==> src/rtl/clk_div_multi_if.sv <==
// Signal bundle for clk_div_multi: per-channel enables, reload write port,
// divided square outputs and half-period ticks.
interface clk_div_multi_if #(
  parameter int unsigned NCH  = 4,
  parameter int unsigned CW   = 32,
  parameter int unsigned WCHW = (NCH > 1) ? $clog2(NCH) : 1
);
  logic [NCH-1:0]  en;
  logic            wr_en;
  logic [WCHW-1:0] wr_ch;
  logic [CW-1:0]   wr_data;
  logic [NCH-1:0]  clk_div;
  logic [NCH-1:0]  tick;

  modport master (
    output en, wr_en, wr_ch, wr_data,
    input  clk_div, tick
  );

  modport slave (
    input  en, wr_en, wr_ch, wr_data,
    output clk_div, tick
  );
endinterface

==> src/rtl/clk_div_multi.sv <==
// Multi-channel programmable clock divider / tick generator with shadowed reloads.
// Optional macro CLKDIV_SYNC_EN adds a 'sync' input that phase-aligns all channels.
module clk_div_multi #(
  parameter int unsigned CLK_FREQ     = 50_000_000,
  parameter int unsigned NCH          = 4,
  parameter int unsigned CW           = 32,
  parameter int unsigned DEFAULT_FREQ = 1
) (
  input  logic           clk,
  input  logic           rst,
`ifdef CLKDIV_SYNC_EN
  input  logic           sync,
`endif
  clk_div_multi_if.slave bus
);
  localparam int unsigned   WCHW = (NCH > 1) ? $clog2(NCH) : 1;
  localparam logic [CW-1:0] R0   = CW'(CLK_FREQ / (2 * DEFAULT_FREQ) - 1);

  for (genvar g = 0; g < NCH; g++) begin : g_ch
    logic [CW-1:0] r_cnt;
    logic [CW-1:0] r_act;
    logic [CW-1:0] r_shd;
    logic          r_clk_div;
    logic          r_tick;
    logic          w_wr_hit;
    logic          w_term;
    logic [CW-1:0] w_shd_nxt;

    // w_shd_nxt carries a same-cycle write so act can bypass the shadow
    always_comb begin
      w_wr_hit  = bus.wr_en && (bus.wr_ch == WCHW'(g));
      w_shd_nxt = w_wr_hit ? bus.wr_data : r_shd;
      w_term    = (r_cnt == r_act);
    end

    always_ff @(posedge clk) begin
      if (rst) begin
        r_cnt     <= '0;
        r_act     <= R0;
        r_shd     <= R0;
        r_clk_div <= 1'b0;
        r_tick    <= 1'b0;
      end else begin
        r_shd <= w_shd_nxt;
`ifdef CLKDIV_SYNC_EN
        if (sync) begin
          r_cnt     <= '0;
          r_act     <= w_shd_nxt;
          r_clk_div <= 1'b0;
          r_tick    <= 1'b0;
        end else
`endif
        if (!bus.en[g]) begin
          r_cnt     <= '0;
          r_act     <= w_shd_nxt;
          r_clk_div <= 1'b0;
          r_tick    <= 1'b0;
        end else if (w_term) begin
          r_cnt     <= '0;
          r_act     <= w_shd_nxt;
          r_clk_div <= ~r_clk_div;
          r_tick    <= 1'b1;
        end else begin
          r_cnt  <= r_cnt + CW'(1);
          r_tick <= 1'b0;
        end
      end
    end

    assign bus.clk_div[g] = r_clk_div;
    assign bus.tick[g]    = r_tick;
  end
endmodule
==> src/flat_wrapper.sv <==
// flat-port wrapper written by rule: the top's interface ports become plain ports
module clk_div_multi_flat 
#(
  parameter int unsigned CLK_FREQ     = 50_000_000,
  parameter int unsigned NCH          = 4,
  parameter int unsigned CW           = 32,
  parameter int unsigned DEFAULT_FREQ = 1
)
  (clk, rst, bus_en, bus_wr_en, bus_wr_ch, bus_wr_data, bus_clk_div, bus_tick);
  clk_div_multi_if #(.NCH(NCH), .CW(CW)) bus_i ();
  input  logic clk;
  input  logic rst;
  input wire logic [$bits(bus_i.en)-1:0] bus_en;
  input wire logic [$bits(bus_i.wr_en)-1:0] bus_wr_en;
  input wire logic [$bits(bus_i.wr_ch)-1:0] bus_wr_ch;
  input wire logic [$bits(bus_i.wr_data)-1:0] bus_wr_data;
  output wire logic [$bits(bus_i.clk_div)-1:0] bus_clk_div;
  output wire logic [$bits(bus_i.tick)-1:0] bus_tick;
  assign bus_i.en = bus_en;
  assign bus_i.wr_en = bus_wr_en;
  assign bus_i.wr_ch = bus_wr_ch;
  assign bus_i.wr_data = bus_wr_data;
  assign bus_clk_div = bus_i.clk_div;
  assign bus_tick = bus_i.tick;
  clk_div_multi #(.CLK_FREQ(CLK_FREQ), .NCH(NCH), .CW(CW), .DEFAULT_FREQ(DEFAULT_FREQ)) u_core (.clk(clk), .rst(rst), .bus(bus_i));
endmodule
==> config.mk <==
export PLATFORM = sky130hd
export DESIGN_NAME = clk_div_multi_flat
export DESIGN_NICKNAME = d
export VERILOG_FILES = /design/src/rtl/clk_div_multi_if.sv /design/src/rtl/clk_div_multi.sv /design/src/flat_wrapper.sv
export SDC_FILE = /design/constraint.sdc
export NUM_CORES = 1
export LEC_CHECK = 0
export BUFFER_PORTS_ARGS = -buffer_cell sky130_fd_sc_hd__buf_2
export CAP_MARGIN = 20
export CORE_UTILIZATION = 50
export DETAILED_ROUTE_END_ITERATION = 16
export HOLD_SLACK_MARGIN = 0.02
export PLACE_DENSITY = 0.66
export SLEW_MARGIN = 20
export SYNTH_ARGS = -nofsm -noshare
export SYNTH_HDL_FRONTEND = slang
export SYNTH_SLANG_ARGS = --single-unit
==> constraint.sdc <==
create_clock -name clk -period 2.43 [get_ports clk]
set_input_delay 0.1215 -clock clk [delete_from_list [all_inputs] [get_ports clk]]
set_output_delay 0.1215 -clock clk [all_outputs]
set_load 0.02 [all_outputs]
## Word level (Yosys, flattened, before mapping)

Index checks and enable logic that the tools add are counted.

| word-level totals | value |
|---|---|
| register bits | 392 |
| logic and storage cells | 72 |
| output and inout bits | 8 |

| operators by class | value |
|---|---|
| add/subtract/negate cells | 4 |
| reduce and logical (&&, ||, !) cells | 13 |
| equal/unequal tests | 11 |
| bitwise logic cells | 8 |
| mux-type cells | 16 |

Operators with widths:

| operator | number |
|---|---|
| 32-bit two-way mux | 12 |
| 32-bit by 1-bit adder with 32-bit output (second input constant) | 4 |
| 32-bit equality test | 4 |
| 3-bit OR reduction | 4 |
| 2-bit by 1-bit inequality test with 1-bit output (second input constant) | 4 |
| 1-bit inverter | 8 |
| 2-bit OR reduction | 4 |
| 2-bit equality test (second input constant) | 2 |
| 1-bit logical AND | 4 |
| 1-bit two-way mux | 4 |
| 2-bit by 1-bit equality test with 1-bit output (second input constant) | 1 |
| 2-bit zero test | 1 |

## Logic depth before layout (Yosys ltp)

| logic depth | value |
|---|---|
| depth in word-level cells | 5 |
| depth in mapped cells | 8 |
| mapped depth without buffers | 6 |

## Worst setup path before layout

OpenSTA, ideal clock, no wires.

| timing path | value |
|---|---|
| path kind | reg2reg |
| from | register u_core.g_ch[2].r_cnt[7] |
| to | register u_core.g_ch[2].r_act[15] |
| clock period less this slack | 1.837 ns |
| data required time | 2.313 ns |
| setup slack | 0.593 ns |
| setup time | 0.117 ns |
| cell stages (with the launch flop) | 8 |
| data arrival time | 1.720 ns |
| cells stage by stage | dfxtp_1 -> clkbuf_1 -> xnor2_1 -> nand4_1 -> nor4_4 -> a21oi_1 -> buf_2 -> o22a_1 |

| on the way | value |
|---|---|
| cells in the longest elaborated chain, start to end | 2 |

Ends and longest elaborated chain:

| element | RTL line | text |
|---|---|---|
| from (decl) | clk_div_multi.sv:20 | `logic [CW-1:0] r_cnt;` |
| from (signal assigned) | clk_div_multi.sv:64 | `r_cnt <= r_cnt + CW'(1);` |
| 32-bit equality test | clk_div_multi.sv:33 | `w_term = (r_cnt == r_act);` |
| 2-bit by 1-bit inequality test with 1-bit output (no line) | n/a |  |
| to (signal assigned) | clk_div_multi.sv:55 | `r_act <= w_shd_nxt;` |
| to (signal assigned) | clk_div_multi.sv:60 | `r_act <= w_shd_nxt;` |
| to (decl) | clk_div_multi.sv:21 | `logic [CW-1:0] r_act;` |

Every way passes these cells.
A chain may end at the register's enable or synchronous reset.

## Worst setup path in the final report

| timing path | value |
|---|---|
| from | register u_core.g_ch[1].r_cnt[0] |
| to | register u_core.g_ch[1].r_cnt[30] |

| on the way | value |
|---|---|
| cells in the longest elaborated chain, start to end | 2 |
| elaborated cells on any way between the ends | 3 |
| those cells by class | add/sub (1); eq/ne (1); reduce/logical (1) |

Ends and longest elaborated chain:

| element | RTL line |
|---|---|
| from (decl) | clk_div_multi.sv:20 |
| from (signal assigned) | clk_div_multi.sv:64 |
| parallel branches: the longest is 2 deep, another holds 32-bit by 1-bit adder with 32-bit output | n/a |

Several ways; the timed one is not identified.

==> results.md <==
Run status:
- The flow ran to the end, and the final reports show no timing, DRC or antenna violations.

Power and ir drop:
- In this run the static leakage power is ~7 nW.
- For this design the ratio of total power to cell area is 776 mW/mm2.
- Across the VDD grid, the largest voltage drop is between 0.6 and 0.7 mV.

STA:
- The worst setup margin is roughly 0.32 ns.
- The count of final setup violators is 0.
- The count of final max-slew check failures is 0.
- For the final database, setup skew stands at between 0.02 and 0.025 ns.
- The fraction of the cycle the final worst path needs is 86.7%.
- The worst path in the final design needs a cycle of about 2.1 ns, including I/O delays and setup.
- The minimum hold slack is 0.0898 ns.
- For this run, the top clock speed supported by timing is between 400 and 500 MHz.
- The worst pin sits at a relative slew slack of between 40% and 50%.
- Setup repair after global routing left no endpoint under its margin.
- For the pin with the worst max-slew slack, the measured transition is between 0.8 and 0.9 ns.
- After routing, the total negative slack on setup checks comes to 0 ns.
- The number of hold violations in the final report came to 0.

Routing:
- Using the TritonRoute via totals, the vias-per-cell ratio works out to roughly 5.4.
- The initial detailed-routing violation count is 885.
- Summed over all layers, the routed wires come to ~38000 um.
- Dividing the detail-routed wire length by the instance count gives approximately 18 um.
- After detailed routing, the number of remaining DRC violations is 0.
- Summing over every cut layer, the via total after detailed routing is 11900.
- The remaining number of nets flagged by the antenna check after routing is 0.
- Before antenna repair, the detailed router went through 4 iterations.

Clock tree:
- The clock transition at the registers of the reported paths is around 0.060 ns.
- The clock tree from TritonCTS is done.
- The level count of the clock H-tree is 2.
- The buffer depth of the longest clock path is 3.
- Once the clock tree was built, the setup fixing pass inserted 0 buffers.
- The number of clock buffers added by TritonCTS is 41.
- Clock tree synthesis selected as its root buffer the cell clkbuf_16.
- The number of gates resized after CTS was 0.
- The sink count of the clock tree is a little under 400.
- For the worst-skew pair, the clock arrives at the later sink with an insertion delay of 0.54 ns.

Critical path:
- In this run the worst setup path terminates at u_core.g_ch[1].r_cnt[30].
- Walking the worst path, the cells encountered are ha_1 -> nand2_1 -> or4_1 -> nor4_2 -> xnor2_1 -> nor2_2.
- The critical path contains buffers and inverters numbering 0 combined.
- The number of cells on the worst reg-to-reg path is 6.
- By startpoint and endpoint, the worst setup path is classified as flop to flop.
- The element type at the critical path start is a flop.
- The element type at the critical path end is a flop.
- The start of the worst register-to-register path is u_core.g_ch[1].r_cnt[0].
- The cell class contributing the biggest share of worst-path delay is simple AND/OR/NAND/NOR gates.
- In this run the worst path has a maximum fanout of 10.
- In this run the worst setup path begins at u_core.g_ch[1].r_cnt[0].
- Data arrives at the worst endpoint at approximately 2.5 ns.
- The number of logic stages on the critical path including buffering is 6.
- The reg-to-reg critical path endpoint is u_core.g_ch[1].r_cnt[30].
- For this run, the slowest stage of the critical path takes ~0.73 ns.
- The worst setup slack for register-to-register paths is 0.32 ns.
- The highest-delay cell along the critical path is or4_1.
- For the worst setup path, the data required time is 2.84 ns.

Place:
- Counting tap cells, the placed design contains a total of slightly above 2000 instances.
- The HPWL reported at the end of detailed placement is around 26000 um.
- The cell area after placement is approximately 0.016 mm2.
- The weighted congestion reported at the end of routability-driven placement is 0.863.
- The count of buffers added on input and output ports is 48.
- Before CTS, the worst setup slack after placement is 0.267 ns.

Synth:
- The synthesized design contains 392 register bits.
- The synthesized netlist contains between 40 and 50 unique library cells.
- The average instance in the mapped netlist occupies roughly 9.4 um2.
- Summing the areas of all compound-gate instances in the mapped netlist gives 10.1% of the synthesized area.
- The post-synthesis share of cell area spent on and, or, nand and nor gates is 23.3%.
- For this run, the register share of the synthesized area comes to about 49%.
- Counting every net in the synthesized netlist gives about 1700.
- The number of standard cells after synthesis is between 1500 and 2000.
- The summed instance area of the synthesized netlist is about 0.016 mm2.
- After synthesis, the largest family of logic cells by area is simple AND/OR/NAND/NOR gates.
- The synthesized netlist devotes less than 1% of its cell area to adder and majority cells.
- The mux share of post-synthesis cell area is 0%.
- The post-synthesis xor/xnor area fraction is between 10% and 20%.
- The yosys synthesis warning count is 0.

Floorplanning:
- The starting density of the core is roughly 50%.
- The number of ports placed on the die boundary is 49.
- The floorplan die height is around 180 um.
- The die footprint is ~0.033 mm2.
- In this run the core area contains 65 standard-cell rows.
- The core region is 0.0315 mm2.
- In this run the horizontal extent of the chip is between 150 and 200 um.

Cells and area:
- Leaving out fill and tap cells, the most frequent cells in the layout are dfxtp_1, nand2_1, xnor2_1.
- Of the cells placed in the final design, the portion with a size suffix greater than 1 is 10.6%.
- The commonest non-fill, non-tap cell in the layout is dfxtp_1.
- The final layout contains approximately 1800 nets.
- The finished cells cover roughly 0.018 mm2.
- After the flow finishes, the layout carries non-filler instances totaling 2178.
- The area growth from synthesis to final layout is 13.9%.

GRT:
- The pin count of the biggest net entering global routing is 62.
- The number of antenna violations at the first check in global routing was 0.
- The via count of the first global-routing pass came to about 11000.
- Global routing used approximately a quarter of the available tracks.
- The total overflow left after global routing is 0.
- The first global-routing pass estimated 61300 um of wire.

Job:
- Max-cap violations in this run came to 0.

Min path:
- The classification of the worst-slack hold path is primary input to flop.
## metal layers
layer	vias up	routed length [um]	track usage [%]
met5	-	0	0
met4	0	721	5.91
met3	51	1760	3.50
met2	239	17500	37.7
met1	5678	18500	33.3
li1	5894	-	-
## synth_stat cells (all sizes together)
cell type / count / area [um2]
nand3: 52 / 260
or2: 3 / 18.8
a21bo: 6 / 60.1
o21ai: 2 / 10.0
and4: 13 / 114
and2: 9 / 56.3
nor3b: 2 / 15.0
and3b: 1 / 8.76
a22o: 68 / 596
nor4: 34 / 380
or3b: 1 / 8.76
dfxtp: 392 / 7850
nand4: 60 / 403
and3: 13 / 81.3
ha: 4 / 50.1
xor2: 91 / 797
a21o: 4 / 30.0
inv: 13 / 48.8
a21boi: 4 / 41.3
nand2b: 5 / 31.3
o22a: 60 / 526
nand3b: 72 / 541
nand2: 287 / 1080
buf: 52 / 322
nor3: 22 / 115
a21oi: 68 / 340
or3: 2 / 12.5
nor2: 144 / 558
or4: 4 / 37.5
xnor2: 157 / 1380
clkbuf: 49 / 184
## cells by family after synthesis
logic type | count (synthesis)
xor gates and xnor gates | 248
adders and majority gates | 4
and+or+nand+nor | 724
DFF | 392
buffers and inverters | 114
AOI/OAI and AO/OA | 212
## flip-flops by register name, indices dropped and copies added (netlist names)
register	count
u_core.g_ch.r_act	128
u_core.g_ch.r_clk_div	4
u_core.g_ch.r_cnt	128
u_core.g_ch.r_tick	4
u_core.g_ch.r_shd	128
## worst min-delay path by stage
stage	slack [ns]	start	end	cells past startpoint
after global placement	0.45	u_core.g_ch[2].r_shd[15]	u_core.g_ch[2].r_shd[15]	2
final	0.09	rst	u_core.g_ch[3].r_shd[27]	2
after floorplan	0.27	bus_wr_data[0]	u_core.g_ch[0].r_shd[0]	2
after detailed placement	0.46	u_core.g_ch[0].r_shd[25]	u_core.g_ch[0].r_shd[25]	2
after CTS	0.08	rst	u_core.g_ch[3].r_shd[15]	2
after global routing	0.11	rst	u_core.g_ch[3].r_shd[27]	2
## per-stage QoR
step / total power, W / utilization, %
after global routing: 0.0146 / 57.7
after global placement: 0.00779 / 52.2
after CTS: 0.0142 / 57.7
final: 0.0141 / 57.7
after floorplan: 0.00751 / -
after detailed placement: 0.00781 / 52.2
## power by group
part | switching, W | internal (W)
logic | 0.000492 | 0.000388
clock network | 0.00255 | 0.00382
registers | 0.000159 | 0.00668
total | 0.00320 | 0.0109
## cell type report
class / instances / area, um2
diodes: 1 / 2.50
clock buffers: 53 / 1130
clock inverters: 18 / 229
fillers: 2817 / 13300
inverters: 13 / 48.8
multi-input cells: 1188 / 7560
flip-flops and latches: 392 / 7850
well taps: 402 / 503
repair buffers: 111 / 843
## timing repair
item | 4_1_cts | 5_1_grt
hold buffers | 36 | 0
setup endpoints to repair | 0 | 0
hold endpoints to repair | 129 | 0
Power figures use the tool's default switching activity.
